## src/rtl/ram_byte_bridge.sv

```systemverilog
// ram_byte_bridge
//   Serves a 32-bit CPU data-port request by walking the four byte lanes of
//   an 8-bit synchronous external RAM, one byte per clock, while holding the
//   CPU with stall_o.
//
// Ports
//   clk              system clock, rising edge
//   rst              asynchronous, active-low reset
//   ce_i             request valid (held by the CPU while stall_o=1)
//   we_i             1 = write, 0 = read
//   addr_i[31:0]     byte address; [1:0] ignored, bits above ADDR_W-1 ignored
//   byte_selected_i  lane enables, bit i covers data bits [8i+7:8i]
//   data_i[31:0]     write data
//   data_o[31:0]     read data, updated in the DONE cycle of a read only
//   stall_o          CPU must hold its request
//   mem_addr_o       external byte address
//   mem_dout_o       external write byte
//   mem_wr_o         external write strobe
//   mem_din_i        external read byte, one cycle behind mem_addr_o
module ram_byte_bridge #(
  parameter int ADDR_W = 17
) (
  input  logic              clk,
  input  logic              rst,
  input  logic              ce_i,
  input  logic              we_i,
  input  logic [31:0]       addr_i,
  input  logic [3:0]        byte_selected_i,
  input  logic [31:0]       data_i,
  output logic [31:0]       data_o,
  output logic              stall_o,
  output logic [ADDR_W-1:0] mem_addr_o,
  output logic [7:0]        mem_dout_o,
  output logic              mem_wr_o,
  input  logic [7:0]        mem_din_i
);

  localparam int WA_W = ADDR_W - 2;

  typedef enum logic [1:0] {IDLE, ACCESS, DONE} state_t;

  state_t            state_reg, state_next;
  logic [2:0]        idx_reg, idx_next;
  logic [WA_W-1:0]   word_addr_reg, word_addr_next;
  logic              we_reg, we_next;
  logic [3:0]        sel_reg, sel_next;
  logic [31:0]       wdata_reg, wdata_next;
  logic [ADDR_W-1:0] mem_addr_next;
  logic [7:0]        mem_dout_next;
  logic              mem_wr_next;

  // Lanes 0..2 of a read are collected here so data_o changes only once,
  // when lane 3 arrives at the end of the idx=4 cycle.
  logic [23:0]       rd_buf_reg;
  logic              rd_cap;
  logic [1:0]        cap_lane;
  logic [7:0]        cap_byte;

  // Gated by rst so the CPU is never stalled while the bridge is in reset.
  assign stall_o = rst & ce_i & (state_reg != DONE);

  always_comb begin
    state_next     = state_reg;
    idx_next       = idx_reg;
    word_addr_next = word_addr_reg;
    we_next        = we_reg;
    sel_next       = sel_reg;
    wdata_next     = wdata_reg;
    mem_addr_next  = mem_addr_o;
    mem_dout_next  = mem_dout_o;
    mem_wr_next    = 1'b0;
    case (state_reg)
      IDLE: begin
        if (ce_i) begin
          word_addr_next = addr_i[ADDR_W-1:2];
          we_next        = we_i;
          sel_next       = byte_selected_i;
          wdata_next     = data_i;
          state_next     = ACCESS;
          idx_next       = 3'd0;
          // Outputs for lane 0 are registered here so they appear in the
          // first ACCESS cycle.
          mem_addr_next  = {addr_i[ADDR_W-1:2], 2'b00};
          mem_dout_next  = data_i[7:0];
          mem_wr_next    = we_i & byte_selected_i[0];
        end
      end
      ACCESS: begin
        // A read needs one extra cycle (idx=4) to collect the last byte.
        if ((we_reg && idx_reg == 3'd3) || idx_reg == 3'd4) begin
          state_next = DONE;
          idx_next   = 3'd0;
        end else begin
          idx_next      = idx_reg + 3'd1;
          mem_addr_next = {word_addr_reg, idx_next[1:0]};
          mem_dout_next = wdata_reg[{idx_next[1:0], 3'b000} +: 8];
          mem_wr_next   = we_reg & sel_reg[idx_next[1:0]];
        end
      end
      DONE: begin
        state_next = IDLE;
      end
      default: begin
        state_next = IDLE;
        idx_next   = 3'd0;
      end
    endcase
  end

  always_ff @(posedge clk or negedge rst) begin
    if (!rst) begin
      state_reg     <= IDLE;
      idx_reg       <= 3'd0;
      word_addr_reg <= '0;
      we_reg        <= 1'b0;
      sel_reg       <= 4'd0;
      wdata_reg     <= 32'd0;
      mem_addr_o    <= '0;
      mem_dout_o    <= 8'd0;
      mem_wr_o      <= 1'b0;
    end else begin
      state_reg     <= state_next;
      idx_reg       <= idx_next;
      word_addr_reg <= word_addr_next;
      we_reg        <= we_next;
      sel_reg       <= sel_next;
      wdata_reg     <= wdata_next;
      mem_addr_o    <= mem_addr_next;
      mem_dout_o    <= mem_dout_next;
      mem_wr_o      <= mem_wr_next;
    end
  end

  // mem_din_i in an ACCESS cycle with idx>=1 answers the address of lane idx-1.
  assign rd_cap   = (state_reg == ACCESS) && !we_reg && (idx_reg != 3'd0);
  assign cap_lane = 2'(idx_reg - 3'd1);
  assign cap_byte = sel_reg[cap_lane] ? mem_din_i : 8'h00;

  always_ff @(posedge clk or negedge rst) begin
    if (!rst) begin
      rd_buf_reg <= 24'd0;
      data_o     <= 32'd0;
    end else if (rd_cap) begin
      case (idx_reg)
        3'd1:    rd_buf_reg[7:0]   <= cap_byte;
        3'd2:    rd_buf_reg[15:8]  <= cap_byte;
        3'd3:    rd_buf_reg[23:16] <= cap_byte;
        default: data_o            <= {cap_byte, rd_buf_reg};
      endcase
    end
  end

endmodule

```

## config.mk

```make
export PLATFORM = sky130hd
export DESIGN_NAME = ram_byte_bridge
export DESIGN_NICKNAME = d
export VERILOG_FILES = /design/src/rtl/ram_byte_bridge.sv
export SDC_FILE = /design/constraint.sdc
export NUM_CORES = 1
export LEC_CHECK = 0
export CAP_MARGIN = 0
export CORE_MARGIN = 5
export CORE_UTILIZATION = 56
export CTS_BUF_LIST = sky130_fd_sc_hd__clkbuf_8
export CTS_CLUSTER_DIAMETER = 150
export DETAILED_ROUTE_END_ITERATION = 7
export MAX_ROUTING_LAYER = met4
export PLACE_DENSITY_LB_ADDON = 0.25
export SLEW_MARGIN = 20
export SYNTH_ARGS = -nofsm -noshare
export SYNTH_HDL_FRONTEND = slang
export SYNTH_SLANG_ARGS = --single-unit
```

## constraint.sdc

```tcl
create_clock -name clk -period 3.33 [get_ports clk]
set_input_delay 0.666 -clock clk [delete_from_list [all_inputs] [get_ports clk]]
set_output_delay 0.666 -clock clk [all_outputs]
set_load 0.05 [all_outputs]
```

==> impl_metrics.yaml, run 1 <==
floorplanning:
  die_width_um: 113
  fp-row-count: 37
  core_um2: 10400
  start_util: 0.574
  dieArea_um2: 12800
  io_pins: 139
  die_y_um: 113
critical_path:
  max_stage_delay_ns: 0.82
  arrival_ns: 1.64
  cp.depth: 1
  crit_path_end_kind: "primary output"
  cp_slowest_cell: "clkdlybuf4s50_1"
  crit_buf_inv: 1
  crit_path_cell_trace: "clkdlybuf4s50_1"
  path_delay_family: "buffers and inverters"
  start_kind: "flip-flop"
  crit_type: "flip-flop to primary output"
  worstPathMaxFanout: 2
  cp.required_ns: 2.66
  rr_worst_depth: 7
yosys:
  avgSynthCellArea_um2: 15.4
  yosys.cell_types.count: 33
  yosysSeqAreaShare: 0.584
  synthTopCellsByCount: "dfrtp_1 (139), mux2_2 (128), nand2_1 (18)"
  synth_edf_count: 0
  ys_ff_latch: 139
  synth-main-ff-cell: "dfrtp_1"
  yosys.area.top_type: "dfrtp_1"
  synth.area.top_cells: "dfrtp_1 (58%), mux2_2 (24%), mux4_2 (3.4%)"
  syn_nets: 471
  ys_async_sr_fraction: 1.00
  netlist_instances: 386
  netlist.area_leader.share: 0.584
  ys.warnings.count: 0
  synthesis.area_um2: 5960
  synthMostInstantiatedCell: "dfrtp_1"
route:
  initialDrtViolationCount: 118
  post_drt_wl_per_cell_um: 17.8
  firstDrtPassIters: 4
  ant_nets: 0
  drc_errors: 0
  vias: 3567
  drt_wl_total_mm: 11.7
  via_per_inst: 5.40
place:
  io_buffers: 121
  pre_cts_slack_ns: 0.891
  place_congestion: 0.736
  hpwl_mm: 7.97
pwr:
  peakVddDrop_mv: 0.613
  power_density_nw_per_um2: 1110
  seqPwrFrac: 0.336
  p_sw_mw: 3.30
  p_leak_nw: 3.40
  clkPwrFrac: 0.165
  swShare: 0.385
  p_comb_frac: 0.499
  p_int_mw: 5.26
grt:
  grt_pass1_wl_mm: 19.9
  grt_use_met3: 0.0674
  grt_use_total: 0.205
  grt_start_max_net_pins: 140
  grt_pass1_vias: 3967
  grt_overflow: 0
  busiest_layer: "met2"
  met2_usage: 0.331
  antenna_found_initial: 0
  use_met1: 0.238
clock_tree:
  cts-htree-levels: 4
  cts_tree: "done"
  clock_path_buffers: 2
  clk_pin_slew_worst_paths_ns: 0.08
  cts-root-buf: "clkbuf_8"
  post_cts_buffers: 0
  cts_sinks: 139
  cts.repair.resized: 0
  clock_latency_ns: 0.44
  cts_buffers: 17
  cts_hold_buf: 0
timing:
  tightest_slew_ns: 0.735
  slew_viol_final: 0
  finClkSkew_ns: 0.00902
  hold_viol: 0
  fin_crit_ns: 2.31
  tns_ns: 0
  slew_headroom: 0.510
  period_share: 0.692
  rsz0062_at_grt: "false"
  setup_viol: 0
  max_freq_mhz: 434
  final.setup.worst_slack_ns: 1.02
job:
  cap_viol_max_count: 0
finish:
  synthToLayoutAreaGrowth_pct: 29.3
  num_antenna_cells: 0
  drive_above_1_share: 0.376
  finalCoreUtilization: 0.743
  nNetsFinal: 596
worst_hold_path:
  hold_path.class: "primary input to asynchronous set/reset pin"
status:
  outcome: "completed"
[cells by family (layout without fill, tap and decap cells)]
kind of cell,Yosys count,in the layout,share of synthesized area
multiplexers,149,149,0.307
AO/OA/AOI/OAI,25,25,0.0302
buffers and inverters,26,164,0.0284
flip-flops,139,139,0.584
adder cells (fa/ha/maj),5,5,0.0105
AND/OR/NAND/NOR,42,42,0.0401
[cell usage in the layout, fill, tap and decap left out, types with 2 or more instances in the layout]
cell | Yosys | routed
and2_4 | 8 | 8
nand3_1 | 5 | 5
a211oi_1 | 8 | 8
buf_12 | 0 | 3
nand2_1 | 18 | 18
inv_1 | 5 | 6
clkbuf_8 | 0 | 20
clkinvlp_4 | 0 | 2
mux2_2 | 128 | 128
ha_1 | 5 | 5
bufinv_16 | 0 | 3
mux2_1 | 2 | 2
dfrtp_1 | 139 | 139
clkinv_2 | 0 | 4
mux2_4 | 9 | 9
a31oi_1 | 8 | 8
mux4_2 | 9 | 9
nor2_1 | 4 | 4
nand2b_1 | 2 | 2
clkdlybuf4s50_1 | 0 | 119
clkinv_4 | 0 | 2
buf_4 | 2 | 4
[routing by layer]
layer	part of all wire	routed length, um
met4	0.018	207
met5	0	0
met2	0.51	5920
met3	0.063	737
met1	0.41	4860
[final timing paths]
check / from / endpoint / slack [ns]
worst min register to register: rd_buf_reg[23] / data_o[23] / 0.49
worst min-delay path: rst / data_o[11] / 0.32
min in group clk: rd_buf_reg[23] / data_o[23] / 0.49
worst max register to register: idx_reg[0] / mem_addr_o[13] / 1.03
worst max-delay path: mem_dout_o[2] / mem_dout_o[2] / 1.02
max in group asynchronous: rst / word_addr_reg[6] / 2.43
[through the flow]
stage / power [mW] / hold slack (ns) / std cells / instance area (um^2)
floorplan: 6.06 / 0.370 / 386 / 5960
global placement: 7.06 / 0.463 / 628 / 7280
detailed placement: 7.21 / 0.473 / 628 / 7280
CTS: 8.65 / 0.378 / 660 / 7700
global route: 9.05 / 0.387 / 660 / 7700
finish: 8.55 / 0.323 / 660 / 7700
[cell type report]
class / count / area [um^2]
clock buffers: 20 / 275
clock inverters: 12 / 146
fillers: 686 / 2670
inverters: 5 / 18.8
multi-input cells: 221 / 2320
flip-flops and latches: 139 / 3480
well taps: 136 / 170
repair buffers: 127 / 1290
[power groups by stage]
stage	Clock [mW]	Combinational, mW	Sequential, mW
6_report	1.41	4.27	2.87
5_1_grt	1.53	4.54	2.97
4_1_cts	1.44	4.33	2.87
3_5_place_dp	0	4.31	2.90
3_3_place_gp	0	4.21	2.85
2_1_floorplan	0	2.24	3.82
Note: power is estimated with default switching activity, not from simulation.
==> inputs of run 2 (changes only) <==
--- a/config.mk
+++ b/config.mk
@@ -7,7 +7,7 @@
 export LEC_CHECK = 0
 export CAP_MARGIN = 0
 export CORE_MARGIN = 5
-export CORE_UTILIZATION = 56
+export CORE_UTILIZATION = 52
 export CTS_BUF_LIST = sky130_fd_sc_hd__clkbuf_8
 export CTS_CLUSTER_DIAMETER = 150
 export DETAILED_ROUTE_END_ITERATION = 7
==> constraint.sdc (replaced) <==
create_clock -name clk -period 2.15 [get_ports clk]
set_input_delay 0.43 -clock clk [delete_from_list [all_inputs] [get_ports clk]]
set_output_delay 0.43 -clock clk [all_outputs]
set_load 0.05 [all_outputs]
==> run 2 against run 1 <==
Clock skew is 0.0010 ns lower. Sequential cell count did not move. Cell count increased by 2.4%. Via count rose by 0.64%. Critical path type unchanged. Critical endpoint is now mem_dout_o[1]. Largest cell class unchanged.
==> impl_metrics.yaml, run 2 (synthesized netlist as in run 1, its figures left out) <==
grt:
  grt_pass1_wl_mm: 20.0
  grt_start_max_net_pins: 140
  grt_use_total: 0.200
  grt_pass1_vias: 3918
  grt_overflow: 0
  antenna_found_initial: 0
critical_path:
  worstPathMaxFanout: 2
  crit_buf_inv: 1
  cp_slowest_cell: "clkdlybuf4s50_1"
  crit_path_end_kind: "primary output"
  arrival_ns: 1.64
  path_delay_family: "buffers and inverters"
  crit_path_cell_trace: "clkdlybuf4s50_1"
  start_kind: "flip-flop"
  crit_type: "flip-flop to primary output"
  max_stage_delay_ns: 0.82
  cp.required_ns: 1.72
finish:
  nNetsFinal: 607
  num_antenna_cells: 0
  finalNonFillerCells: 676
  synthToLayoutAreaGrowth_pct: 31.5
  drive_above_1_share: 0.388
  multi_input_area_um2: 2330
  fillers: 834
  seqCellArea_um2: 3480
  mostFrequentLayoutCells: "dfrtp_1 (139), mux2_2 (128), clkdlybuf4s50_1 (119), clkbuf_8 (21), nand2_1 (18)"
  mostFrequentLayoutCell: "dfrtp_1"
clock_tree:
  clock_latency_ns: 0.43
  clk_pin_slew_worst_paths_ns: 0.07
  cts-root-buf: "clkbuf_8"
  cts-htree-levels: 4
  cts_tree: "done"
  cts_sinks: 139
  cts_buffers: 17
  clock_path_buffers: 2
worst_hold_path:
  hold_path.class: "primary input to asynchronous set/reset pin"
timing:
  max_freq_mhz: 484
  finClkSkew_ns: 0.00800
  tightest_slew_ns: 0.719
  setup_viol: 0
  period_share: 0.961
  final.setup.worst_slack_ns: 0.0831
  slew_viol_final: 0
  slew_headroom: 0.520
  rsz0062_at_grt: "false"
  fin_crit_ns: 2.07
  hold_viol: 0
route:
  vias: 3590
  drc_errors: 0
  post_drt_wl_per_cell_um: 18.2
  drt_wl_total_mm: 12.3
  ant_nets: 0
  via_per_inst: 5.31
  initialDrtViolationCount: 180
  firstDrtPassIters: 4
place:
  pre_cts_slack_ns: -0.00172
  hpwl_mm: 8.53
  dp_cells: 646
  io_buffers: 121
  place_congestion: 0.734
pwr:
  power_density_nw_per_um2: 1740
  p_leak_nw: 3.48
  peakVddDrop_mv: 1.19
  total_power_mw: 13.6
floorplanning:
  die_y_um: 117
  dieArea_um2: 13700
  die_width_um: 117
  core_um2: 11300
  fp-row-count: 39
  start_util: 0.526
  io_pins: 139
job:
  cap_viol_max_count: 0
status:
  outcome: "completed"
## run 2: area by class of cell
type | count | area share
Clock buffer | 21 | 0.0369
Clock inverter | 9 | 0.0184
Inverter | 5 | 0.00240
Multi-Input combinational cell | 221 | 0.297
Sequential cell | 139 | 0.444
Tap cell | 143 | 0.0228
Timing Repair Buffer | 138 | 0.179
## run 2: path summary, 6_finish.rpt
kind | to | depth (start not counted) | slack [ns] | from
worst max-delay path | mem_dout_o[1] | 1 | 0.08 | mem_dout_o[1]
worst min-delay path | data_o[19] | 2 | 0.11 | rst
worst max register to register | data_o[5] | 6 | 0.13 | idx_reg[0]
worst min register to register | data_o[5] | 1 | 0.49 | rd_buf_reg[5]
max in group asynchronous | wdata_reg[22] | 2 | 1.51 | rst
min in group clk | data_o[5] | 1 | 0.49 | rd_buf_reg[5]
## run 2: where the power goes
group	total, mW	switching [mW]	internal [mW]
logic	6.83	3.56	3.27
clock network	2.30	0.933	1.36
registers	4.48	0.675	3.81
## run 2: stage by stage
step	hold WS, ns	cell area, um^2	utilization	setup TNS [ns]
CTS	0.132	7830	0.692	0
global placement	0.465	7400	0.654	0
detailed placement	0.476	7400	0.654	-0.00172
floorplan	0.134	5960	-	0
finish	0.111	7840	0.692	0
global route	0.158	7840	0.692	0
## run 2: per-layer routing
metal / global-route usage / share of wire
met1: 0.246 / 0.42
met4: 0.0642 / 0.014
met5: - / 0
met3: 0.0694 / 0.071
met2: 0.314 / 0.49
## run 2: repair_timing
action | CTS | global route
gates resized for setup | 0 | 1
endpoints found under the setup margin | 0 | 2
setup buffers | 0 | 0
hold buffers | 0 | 0
==> inputs of run 3 (changes only) <==
==> constraint.sdc (replaced) <==
create_clock -name clk -period 2.15 [get_ports clk]
set_input_delay 0.43 -clock clk [delete_from_list [all_inputs] [get_ports clk]]
set_output_delay 0.43 -clock clk [all_outputs]
set_load 0.01 [all_outputs]
==> run 3 against run 2 <==
Clock skew rose by 0.0024 ns. Wire length fell by 2.4%. Global-route usage fell by 0.12 points. Worst hold slack got worse by 0.0049 ns. Die area did not move. Critical endpoint is now data_o[5]. Largest cell class unchanged. Largest power group unchanged.
==> impl_metrics.yaml, run 3 (synthesized netlist as in run 1, its figures left out) <==
status:
  outcome: "completed"
timing:
  slew_viol_final: 0
  rsz0062_at_grt: "false"
  hold_viol: 0
  setup_viol: 0
  tightest_slew_ns: 0.724
  finClkSkew_ns: 0.0104
  tns_ns: 0
  whs_ns: 0.106
  slew_headroom: 0.517
  final.setup.worst_slack_ns: 0.151
  fin_crit_ns: 2.00
  max_freq_mhz: 500
  period_share: 0.930
floorplanning:
  die_width_um: 117
  start_util: 0.526
  die_y_um: 117
  io_pins: 139
  dieArea_um2: 13700
  core_um2: 11300
  fp-row-count: 39
clock_tree:
  cts_tree: "done"
  cts-root-buf: "clkbuf_8"
  clk_pin_slew_worst_paths_ns: 0.07
  clock_latency_ns: 0.44
  cts_sinks: 139
  post_cts_buffers: 0
  cts-htree-levels: 4
  cts_hold_buf: 0
  cts_buffers: 17
  clock_path_buffers: 2
grt:
  grt_overflow: 0
  antenna_found_initial: 0
  grt_start_max_net_pins: 140
  grt_use_total: 0.199
  grt_pass1_vias: 4008
  grt_pass1_wl_mm: 20.0
place:
  dp_cells: 647
  place_congestion: 0.746
  pre_cts_slack_ns: 0.0211
  hpwl_mm: 8.46
  io_buffers: 121
route:
  firstDrtPassIters: 4
  ant_nets: 0
  drc_errors: 0
  via_per_inst: 5.36
  initialDrtViolationCount: 185
  post_drt_wl_per_cell_um: 17.7
  drt_wl_total_mm: 12.0
  vias: 3636
critical_path:
  crit_path_cell_trace: "ha_1 -> ha_1 -> nor2_1 -> nand4_4 -> buf_12 -> mux2_1"
  start_kind: "flip-flop"
  crit_buf_inv: 1
  path_delay_family: "flip-flops"
  max_stage_delay_ns: 0.46
  crit_type: "flip-flop to flip-flop"
  worstPathMaxFanout: 25
  cp_slowest_cell: "dfrtp_1"
  crit_path_end_kind: "flip-flop"
  cp_common_cell: "ha_1"
  cp.required_ns: 2.47
  arrival_ns: 2.32
finish:
  num_antenna_cells: 0
  fillers: 815
  mostFrequentLayoutCells: "dfrtp_1 (138), mux2_2 (128), clkdlybuf4s50_1 (119), clkbuf_8 (22), nand2_1 (18)"
  mostFrequentLayoutCell: "dfrtp_1"
  drive_above_1_share: 0.391
  finalNonFillerCells: 678
  synthToLayoutAreaGrowth_pct: 31.0
  nNetsFinal: 608
job:
  cap_viol_max_count: 0
pwr:
  peakVddDrop_mv: 0.864
  power_density_nw_per_um2: 1540
  total_power_mw: 12.0
  p_leak_nw: 3.48
worst_hold_path:
  hold_path.class: "primary input to asynchronous set/reset pin"
==> run 3: changes by cell type in the layout (fill, tap and decap cells not counted) <==
cell,previous run,this run
buf_12,5,4
buf_4,13,14
dfrtp_2,0,1
clkbuf_8,21,22
dlymetal6s2s_1,0,1
dfrtp_1,139,138
clkinv_2,4,6
bufinv_16,4,2
==> run 3: layout make-up <==
| cell class | count | area (um^2) | area share |
|---|---|---|---|
| inverter | 5 | 18.8 | 0.00241 |
| clock inverter | 9 | 93.8 | 0.0120 |
| timing repair buffer | 139 | 1400 | 0.179 |
| multi-input combinational | 221 | 2330 | 0.298 |
| clock buffer | 22 | 303 | 0.0388 |
| tap | 143 | 179 | 0.0229 |
| sequential | 139 | 3480 | 0.446 |
==> run 3: path summary, 6_finish.rpt <==
check / cells past startpoint / slack (ns) / from / endpoint
worst max-delay path: 6 / 0.15 / idx_reg[0] / data_o[5]
worst min-delay path: 2 / 0.11 / rst / data_o[12]
worst max register to register: 6 / 0.15 / idx_reg[0] / data_o[5]
worst min register to register: 1 / 0.50 / rd_buf_reg[11] / data_o[11]
max in group asynchronous: 2 / 1.49 / rst / state_reg[1]
min in group clk: 1 / 0.50 / rd_buf_reg[11] / data_o[11]
==> run 3: routing by layer <==
layer / routed length [um] / up-vias / global-route usage / share of wire
met1: 5090 / 1845 / 0.241 / 0.42
met3: 719 / 20 / 0.0560 / 0.060
li1: - / 1670 / - / -
met2: 5970 / 101 / 0.314 / 0.50
met4: 229 / 0 / 0.0872 / 0.019
met5: 0 / - / - / 0
==> run 3: through the flow <==
| step | utilization | area, um^2 |
|---|---|---|
| finish | 0.689 | 7800 |
| global route | 0.689 | 7800 |
| CTS | 0.688 | 7790 |
| detailed placement | 0.653 | 7400 |
| global placement | 0.653 | 7400 |
| floorplan | - | 5960 |
==> run 3: what timing repair did <==
| item | CTS | global route |
|---|---|---|
| pin swaps | 0 | 0 |
| setup endpoints to repair | 1 | 8 |
| gates resized for setup | 1 | 2 |
==> run 3: power by group <==
group / leakage [nW] / internal, mW / switching [mW]
Combinational: 1.54 / 3.29 / 2.13
Sequential: 1.73 / 3.81 / 0.657
Clock: 0.215 / 1.16 / 0.930
==> run 3: worst reg2reg max path: cells and delay by family, from the launching register on <==
| kind | cells | cell delay (ns) |
|---|---|---|
| fa+ha+maj | 2 | 0.46 |
| buf+inv | 1 | 0.24 |
| flops | 1 | 0.46 |
| mux | 1 | 0.32 |
| simple gates | 2 | 0.41 |
